**config.mk**
```make
export PLATFORM = sky130hd
export DESIGN_NAME = vga_pattern_sequencer
export DESIGN_NICKNAME = d
export VERILOG_FILES = /design/src/rtl/vga_pkg.sv /design/src/rtl/key_debounce.sv /design/src/rtl/vga_pattern_sequencer.sv
export SDC_FILE = /design/constraint.sdc
export NUM_CORES = 1
export LEC_CHECK = 0
export ABC_AREA = 1
export BUFFER_PORTS_ARGS = -buffer_cell sky130_fd_sc_hd__buf_2
export CAP_MARGIN = 5
export CORE_MARGIN = 2
export CORE_UTILIZATION = 63
export CTS_CLUSTER_SIZE = 14
export DETAILED_ROUTE_END_ITERATION = 12
export PLACE_DENSITY = 0.88
export RECOVER_POWER = 50
export SETUP_SLACK_MARGIN = 0.05
export SYNTH_ARGS = -nofsm -noshare
export SYNTH_HDL_FRONTEND = slang
export SYNTH_SLANG_ARGS = --single-unit
```
**constraint.sdc**
```tcl
create_clock -name iVGA_CLK -period 2.3 [get_ports iVGA_CLK]
set_input_delay 0.23 -clock iVGA_CLK [delete_from_list [all_inputs] [get_ports iVGA_CLK]]
set_output_delay 0.23 -clock iVGA_CLK [all_outputs]
set_load 0.02 [all_outputs]
```
**src/rtl/vga_pkg.sv**
```systemverilog
// Shared definitions for the VGA pattern sequencer: default 640x480@60 timing,
// frame-boundary constants, the debounce FSM state type and a window decoder.
package vga_pkg;

    // Default horizontal timing (pixels)
    localparam int H_ACTIVE_D  = 640;
    localparam int H_FP_D      = 16;
    localparam int H_SYNC_D    = 96;
    localparam int H_BP_D      = 48;
    localparam int H_TOTAL_D   = H_ACTIVE_D + H_FP_D + H_SYNC_D + H_BP_D;

    // Default vertical timing (lines)
    localparam int V_ACTIVE_D  = 480;
    localparam int V_FP_D      = 10;
    localparam int V_SYNC_D    = 2;
    localparam int V_BP_D      = 33;
    localparam int V_TOTAL_D   = V_ACTIVE_D + V_FP_D + V_SYNC_D + V_BP_D;

    // Default frame boundary: last pixel of the last line
    localparam int H_LAST_D    = H_TOTAL_D - 1;
    localparam int V_LAST_D    = V_TOTAL_D - 1;

    // Default key debounce and auto-cycle settings
    localparam int DEB_CYCLES_D  = 250000;
    localparam int AUTO_FRAMES_D = 60;

    localparam int CNT_W = 10;

    typedef enum logic [1:0] {
        ST_IDLE       = 2'd0,
        ST_PRESS_WAIT = 2'd1,
        ST_HELD       = 2'd2,
        ST_REL_WAIT   = 2'd3
    } deb_state_t;

    // True when cnt lies in [first, first+len)
    function automatic logic in_window(input logic [CNT_W-1:0] cnt, input int first, input int len);
        return (int'(cnt) >= first) && (int'(cnt) < first + len);
    endfunction

endpackage

```
**src/rtl/key_debounce.sv**
```systemverilog
// Push-button conditioner: 2-flop synchronizer followed by a four-state
// debounce FSM that emits a single-cycle pulse when a press is accepted.
module key_debounce
    import vga_pkg::*;
#(
    parameter int DEB_CYCLES = DEB_CYCLES_D
) (
    input  logic i_clk,
    input  logic i_rst,
    input  logic i_key,
    output logic o_press
);

    localparam int CW = (DEB_CYCLES > 1) ? $clog2(DEB_CYCLES) : 1;
    localparam logic [CW-1:0] CNT_LAST = CW'(DEB_CYCLES - 1);

    logic [1:0]    r_sync;
    deb_state_t    r_state;
    logic [CW-1:0] r_cnt;
    logic          r_press;

    deb_state_t    w_state_nxt;
    logic [CW-1:0] w_cnt_nxt;
    logic          w_press_nxt;
    logic          w_key_s;

    assign w_key_s = r_sync[1];
    assign o_press = r_press;

    // Bring the asynchronous key into the clock domain; idle level is high
    always_ff @(posedge i_clk) begin
        if (i_rst) begin
            r_sync <= 2'b11;
        end else begin
            r_sync <= {r_sync[0], i_key};
        end
    end

    // FSM state, stability counter and registered press pulse
    always_ff @(posedge i_clk) begin
        if (i_rst) begin
            r_state <= ST_IDLE;
            r_cnt   <= '0;
            r_press <= 1'b0;
        end else begin
            r_state <= w_state_nxt;
            r_cnt   <= w_cnt_nxt;
            r_press <= w_press_nxt;
        end
    end

    // Next-state: a level must hold for DEB_CYCLES samples to be accepted
    always_comb begin
        w_state_nxt = r_state;
        w_cnt_nxt   = r_cnt;
        w_press_nxt = 1'b0;
        case (r_state)
            ST_IDLE: begin
                w_cnt_nxt = '0;
                if (!w_key_s) begin
                    w_state_nxt = ST_PRESS_WAIT;
                end
            end
            ST_PRESS_WAIT: begin
                if (w_key_s) begin
                    w_state_nxt = ST_IDLE;
                    w_cnt_nxt   = '0;
                end else if (r_cnt == CNT_LAST) begin
                    w_state_nxt = ST_HELD;
                    w_cnt_nxt   = '0;
                    w_press_nxt = 1'b1;
                end else begin
                    w_cnt_nxt = r_cnt + CW'(1);
                end
            end
            ST_HELD: begin
                w_cnt_nxt = '0;
                if (w_key_s) begin
                    w_state_nxt = ST_REL_WAIT;
                end
            end
            ST_REL_WAIT: begin
                if (!w_key_s) begin
                    w_state_nxt = ST_HELD;
                    w_cnt_nxt   = '0;
                end else if (r_cnt == CNT_LAST) begin
                    w_state_nxt = ST_IDLE;
                    w_cnt_nxt   = '0;
                end else begin
                    w_cnt_nxt = r_cnt + CW'(1);
                end
            end
            default: begin
                w_state_nxt = ST_IDLE;
                w_cnt_nxt   = '0;
            end
        endcase
    end

endmodule

```
**src/rtl/vga_pattern_sequencer.sv**
```systemverilog
// VGA timing generator with a pattern-select bit that toggles only on frame
// boundaries, driven by a debounced push-button and/or an auto-cycle timer.
module vga_pattern_sequencer
    import vga_pkg::*;
#(
    parameter int H_ACTIVE    = H_ACTIVE_D,
    parameter int H_FP        = H_FP_D,
    parameter int H_SYNC      = H_SYNC_D,
    parameter int H_BP        = H_BP_D,
    parameter int V_ACTIVE    = V_ACTIVE_D,
    parameter int V_FP        = V_FP_D,
    parameter int V_SYNC      = V_SYNC_D,
    parameter int V_BP        = V_BP_D,
    parameter int DEB_CYCLES  = DEB_CYCLES_D,
    parameter int AUTO_FRAMES = AUTO_FRAMES_D
) (
    input  logic             iVGA_CLK,
    input  logic             iRST,
    input  logic             iKey,
    input  logic             iAuto_EN,
    output logic [CNT_W-1:0] oVGA_X,
    output logic [CNT_W-1:0] oVGA_Y,
    output logic             oHS,
    output logic             oVS,
    output logic             oBLANK_n,
    output logic             oColor_SW,
    output logic             oFrame_Start
);

    localparam int H_TOTAL = H_ACTIVE + H_FP + H_SYNC + H_BP;
    localparam int V_TOTAL = V_ACTIVE + V_FP + V_SYNC + V_BP;
    localparam logic [CNT_W-1:0] H_LAST = CNT_W'(H_TOTAL - 1);
    localparam logic [CNT_W-1:0] V_LAST = CNT_W'(V_TOTAL - 1);
    localparam logic [7:0]       AUTO_LAST = 8'(AUTO_FRAMES - 1);

    logic [CNT_W-1:0] r_h_cnt;
    logic [CNT_W-1:0] r_v_cnt;
    logic             r_hs;
    logic             r_vs;
    logic             r_blank_n;
    logic             r_color;
    logic             r_pending;
    logic [7:0]       r_frame_cnt;

    logic w_press;
    logic w_h_last;
    logic w_v_last;
    logic w_frame_end;
    logic w_auto_req;
    logic w_toggle;

    key_debounce #(
        .DEB_CYCLES (DEB_CYCLES)
    ) u_key_debounce (
        .i_clk   (iVGA_CLK),
        .i_rst   (iRST),
        .i_key   (iKey),
        .o_press (w_press)
    );

    assign w_h_last    = (r_h_cnt == H_LAST);
    assign w_v_last    = (r_v_cnt == V_LAST);
    assign w_frame_end = w_h_last && w_v_last;
    assign w_auto_req  = iAuto_EN && (r_frame_cnt == AUTO_LAST);
    assign w_toggle    = r_pending || w_auto_req;

    assign oVGA_X       = r_h_cnt;
    assign oVGA_Y       = r_v_cnt;
    assign oHS          = r_hs;
    assign oVS          = r_vs;
    assign oBLANK_n     = r_blank_n;
    assign oColor_SW    = r_color;
    assign oFrame_Start = (r_h_cnt == '0) && (r_v_cnt == '0);

    // Pixel and line counters
    always_ff @(posedge iVGA_CLK) begin
        if (iRST) begin
            r_h_cnt <= '0;
            r_v_cnt <= '0;
        end else if (w_h_last) begin
            r_h_cnt <= '0;
            r_v_cnt <= w_v_last ? '0 : r_v_cnt + CNT_W'(1);
        end else begin
            r_h_cnt <= r_h_cnt + CNT_W'(1);
        end
    end

    // Syncs and blank registered one cycle late to line up with the registered colour
    always_ff @(posedge iVGA_CLK) begin
        if (iRST) begin
            r_hs      <= 1'b1;
            r_vs      <= 1'b1;
            r_blank_n <= 1'b0;
        end else begin
            r_hs      <= !in_window(r_h_cnt, H_ACTIVE + H_FP, H_SYNC);
            r_vs      <= !in_window(r_v_cnt, V_ACTIVE + V_FP, V_SYNC);
            r_blank_n <= (int'(r_h_cnt) < H_ACTIVE) && (int'(r_v_cnt) < V_ACTIVE);
        end
    end

    // Pattern select: requests collect in a sticky flag and apply once per frame boundary
    always_ff @(posedge iVGA_CLK) begin
        if (iRST) begin
            r_color     <= 1'b0;
            r_pending   <= 1'b0;
            r_frame_cnt <= '0;
        end else if (w_frame_end) begin
            if (w_toggle) begin
                r_color <= ~r_color;
            end
            // a press landing on the boundary itself is carried to the next frame
            r_pending   <= w_press;
            r_frame_cnt <= (w_toggle || !iAuto_EN) ? '0 : r_frame_cnt + 8'd1;
        end else if (w_press) begin
            r_pending <= 1'b1;
        end
    end

endmodule
```
Yosys cells after proc, flatten, opt, wreduce, memory -nomap -nowiden:

Index checks and enable logic that the tools add are counted.

* output and inout bits: 25
* word-level logic and storage cells: 71
* bits in registers: 56
* bits of input ports: 4

* mux-type cells: 16
* reduce and logical (&&, ||, !) cells: 20
* bitwise gates (word level): 2
* add/subtract/negate cells: 4
* magnitude comparators: 6
* eq/ne operators: 11

Operator list (number)
* 2-to-1 mux 18 bit: 3
* case mux 18 bit (3 select lines): 1
* adder 10 x 1 -> 10 bit, second input constant: 2
* equality test 10 bit, second input constant: 2
* zero test 10 bit: 2
* < comparator 10 bit, second input constant: 2
* < comparator 10 x 9 -> 1 bit, second input constant: 2
* adder 18 x 1 -> 18 bit, second input constant: 1
* equality test 18 bit, second input constant: 1
* 2-to-1 mux 2 bit: 6
* greater-or-equal comparator 10 bit, second input constant: 1
* greater-or-equal comparator 10 x 9 -> 1 bit, second input constant: 1
* 2-to-1 mux 10 bit: 1
* adder 8 x 1 -> 8 bit, second input constant: 1
* equality test 8 x 6 -> 1 bit, second input constant: 1
* 2-to-1 mux 8 bit: 1
* case mux 2 bit (4 select lines): 1
* logical AND 1 bit: 6
* equality test 2 bit, second input constant: 2
* AND reduction 4 bit: 1
* OR reduction 2 bit: 2
* zero test 1 bit: 3
* 2-to-1 mux 1 bit: 3
* != test 3 x 1 -> 1 bit, second input constant: 1
* 10 further kinds: 12

Depth between registers and ports, before layout:

* depth after elaboration: 5
* depth in mapped cells: 11

Modules after synthesis:

From an unflattened synthesis, not the netlist that was laid out.

* cells, all modules: 416
* area total of the unflattened synthesis: 2912.8 um^2

By module, submodules not included
* vga_pattern_sequencer: seq. area each 660.6 um^2, times used 1, cells each 271, area each 1821.7 um^2
* key_debounce: seq. area each 460.4 um^2, times used 1, cells each 145, area each 1091.0 um^2

Worst setup path before layout:

No wires, ideal clock.

* path kind: reg2out
* from: register r_v_cnt[0], in the netlist oVGA_Y[0]
* to: output oFrame_Start
* slack: 0.413 ns
* arrival time: 1.657 ns
* required time: 2.070 ns
* stages on the path, launching flop included: 7
* cells stage by stage: dfxtp_1 > inv_1 > ha_1 > inv_1 > nor2_1 > nand3_1 > nor4_1

* cells in the longest elaborated chain, start to end: 2

Ends and longest elaborated chain
* start: declaration: line vga_pattern_sequencer.sv:37 `logic [CNT_W-1:0] r_v_cnt;`
* start signal: assignment: line vga_pattern_sequencer.sv:82 `r_v_cnt <= w_v_last ? '0 : r_v_cnt + CNT_W'(1);`
* zero test 10 bit: line vga_pattern_sequencer.sv:73 `assign oFrame_Start = (r_h_cnt == '0) && (r_v_cnt == '0);`
* logical AND 1 bit: line vga_pattern_sequencer.sv:73
* end: declaration: line vga_pattern_sequencer.sv:27 `output logic oFrame_Start`

Every way passes these cells.

Worst setup path in the final report:

Same ends and word-level chain as after synthesis.

==> metrics.csv <==
stage,metric,value,unit
run_status,status,"finished, final reports clean",
global_route,GRT Total Usage,0.2481,
cts,CTS Buf Count,5,
cells_and_area,share of cells above drive strength 1,0.1099,
floorplan,die area,5385,sq um
cells_and_area,multi-input logic area,1658,sq um
place,port buffer count,28,
cts,Setup Buffers After CTS,0,
cells_and_area,FILL cells,424,
sta,Slew @ Worst Pin,640.4,ps
worst_hold_path,Hold Crit Class,input port to flip-flop,
global_route,first-pass GRT wire length,10710,microns
floorplan,num ports,29,
cells_and_area,P&R area growth vs syn,7.756,%
critical_path,Critical Path End,oFrame_Start,
yosys,sequential element share of the synthesized area,0.3696,
route,number of remaining DRC errors,0,
route,Post-Route WL,6343,microns
power_and_ir_drop,pwr dens,505.3,nW/um^2
yosys,Syn Nets,451,
cts,CTS tree,done,
sta,final period utilization,0.8798,
cts,Post-CTS Resized,0,
global_route,grt ovf,0,
route,Routed WL per cell,12.04,microns
power_and_ir_drop,Power Total,0.001651,W
floorplan,Row Count,25,
yosys,distinct cell type count after synthesis,33,
floorplan,die width,73.39,microns
critical_path,CP arrival,1790,ps
route,DRT Pass-1 Iters,4,
cells_and_area,Sequential Area,1121,sq um
route,1st-iter DRT viols,178,
sta,clock skew,7.370,ps
global_route,vias in the first global route,2572,
route,Final ANT Viol Nets,0,
critical_path,FF-to-FF Start,oVGA_X[0]$_SDFF_PP0_,
critical_path,reg-to-reg setup timing slack,280,ps
cts,hold buffers post-CTS,0,
yosys,"Avg Cell Area, Syn",6.893,sq um
cells_and_area,fin nets,483,
sta,WHS,102.8,ps
yosys,Synth Instances,440,
power_and_ir_drop,maximum VDD drop,0.3950,mV
critical_path,CP startpoint,oVGA_Y[0]$_SDFFE_PP0N_,
route,via count,2831,
sta,Max Clk Rate,0.4942,GHz
yosys,warnings from Yosys,0,
cells_and_area,final instance area,3268,sq um
cts,deepest clock path buffer count,2,
cells_and_area,# diodes,0,
cts,clk_lat worst skew,310,ps
sta,final count of hold timing violations,0,
global_route,initial antenna violation count,0,
sta,"Slew Viols, Final",0,
critical_path,crit path launch type,flip-flop,
cts,Root Buffer,clkbuf_8,
floorplan,starting density of the core,0.6464,
cts,Clock Pin Slew Worst Setup and Hold Paths,100,ps
critical_path,R2R cell count,8,
sta,Slew HR,0.5731,
cts,htree depth,2,
place,HPWL Detailed,4756,microns
place,placed cell area,3221,sq um
critical_path,Setup CP Type,flip-flop to output pin,
floorplan,Die H,73.39,microns
critical_path,CP required,2070,ps
critical_path,CP Capture Type,output pin,
sta,Tmin final,2023,ps
yosys,Synth Register Bits,56,
critical_path,crit path max fanout,7,
sta,Fin Setup TNS,0,ps
flow_run,max-cap viol count,0,
sta,setup violators final,0,
route,Via density,5.372,
yosys,Mapped Area,3033,sq um
floorplan,CORE AREA,4692,sq um
critical_path,R2R Path End,oVGA_X[9]$_SDFF_PP0_,
cts,Sink Count,56,
power_and_ir_drop,leakage,1.243,nW
place,RD Place Congestion,0.9300,
global_route,largest net degree at the start of global routing,19,
sta,RSZ-0062 raised after global routing,no,
-- synth_stat cells, drive strengths merged --
cell type,number,area share
xnor2,5,0.014
o2111ai,1,0.0029
o21a,2,0.0049
clkinv,1,0.0012
and2,1,0.0029
nor2,95,0.14
ha,7,0.029
nand4,13,0.029
nor3b,2,0.0066
clkbuf,1,0.0012
o21ai,10,0.016
nand2,99,0.14
buf,2,0.0054
dfxtp,56,0.37
or2,4,0.0082
nand3,44,0.085
o211ai,1,0.0025
xor2,7,0.020
inv,58,0.072
nor4,3,0.0062
a21oi,18,0.030
nor3,10,0.017
-- registers in the layout (all words and copies together) (netlist names), 2 cells and up, named ones only --
name                   cells
u_key_debounce.r_sync      2
u_key_debounce.r_cnt      18
oVGA_X                    10
oVGA_Y                    10
r_frame_cnt                8
-- how the worst min path moves through the flow --
stage / startpoint / endpoint / depth (start not counted)
2_1_floorplan: iKey / u_key_debounce.r_sync[0]$_SDFF_PP1_ / 1
5_1_grt: iKey / u_key_debounce.r_sync[0]$_SDFF_PP1_ / 2
4_1_cts: iKey / u_key_debounce.r_sync[0]$_SDFF_PP1_ / 2
3_5_place_dp: u_key_debounce.r_sync[0]$_SDFF_PP1_ / u_key_debounce.r_sync[1]$_SDFF_PP1_ / 1
6_report: iKey / u_key_debounce.r_sync[0]$_SDFF_PP1_ / 2
3_3_place_gp: u_key_debounce.r_sync[0]$_SDFF_PP1_ / u_key_debounce.r_sync[1]$_SDFF_PP1_ / 1
-- metrics by stage --
step	std cells	utilization	setup WS [ps]
4_1_cts	527	0.7059	271.0
3_5_place_dp	519	0.6864	593.1
3_3_place_gp	519	0.6864	655.2
6_report	527	0.6965	276.5
2_1_floorplan	440	-	413.4
5_1_grt	527	0.6965	122.4
-- worst max-delay path, cell delays in order (launching register included) --
cell and delay (ps):
dfxtp_1 380, inv_1 140, ha_1 160, inv_1 40, nor2_1 180, nand3_1 100
nor4_1 260, buf_2 220
-- area by class of cell --
cell class / count / share of cell area
timing repair buffer: 28 / 0.03331
clock inverter: 3 / 0.006891
sequential: 56 / 0.3430
inverter: 59 / 0.06776
multi-input combinational: 322 / 0.5073
clock buffer: 5 / 0.02106
tap: 54 / 0.02067
-- where the power goes --
part           total [W]  internal [W]  switching [W]
Combinational  0.0000996     0.0000292      0.0000705
Sequential      0.000993      0.000981      0.0000119
Clock           0.000559      0.000219       0.000339
-- metal layers --
layer,track usage,wire (microns),up-vias
li1,-,-,1470
met1,0.3116,2853,1279
met2,0.4394,3114,75
met3,0.03841,308,7
met4,0.07071,66,0
met5,0,0,-
-- layout by cell type (no fill, tap or decap), types with 2 or more instances in the layout --
| master | instances |
|---|---|
| nand4_1 | 12 |
| nand2_1 | 89 |
| or2_2 | 4 |
| nor3_1 | 10 |
| nor4_1 | 3 |
| inv_2 | 5 |
| nand2_2 | 7 |
| clkinv_1 | 2 |
| o21ai_1 | 3 |
| nand3_1 | 40 |
| nor2_4 | 6 |
| clkbuf_1 | 25 |
| dfxtp_1 | 56 |
| nor2_1 | 80 |
| a21oi_1 | 18 |
| clkbuf_8 | 5 |
| o21a_1 | 2 |
| xnor2_1 | 5 |
| inv_1 | 52 |
| o21ai_0 | 7 |
| ha_1 | 7 |
| nand2_4 | 3 |
| nor2_2 | 9 |
| xor2_1 | 7 |
| buf_2 | 3 |
| nand3_2 | 3 |
-- logic make-up after synthesis --
family                   count (synthesis)  share of synthesized area
adder cells (fa/ha/maj)                  7                    0.02888
AND/OR/NAND/NOR                        271                     0.4307
buffers and inverters                   62                    0.07962
flip-flops                              56                     0.3696
AO/OA/AOI/OAI                           32                    0.05652
XOR/XNOR                                12                    0.03465
(Power assumes the default switching activity.)
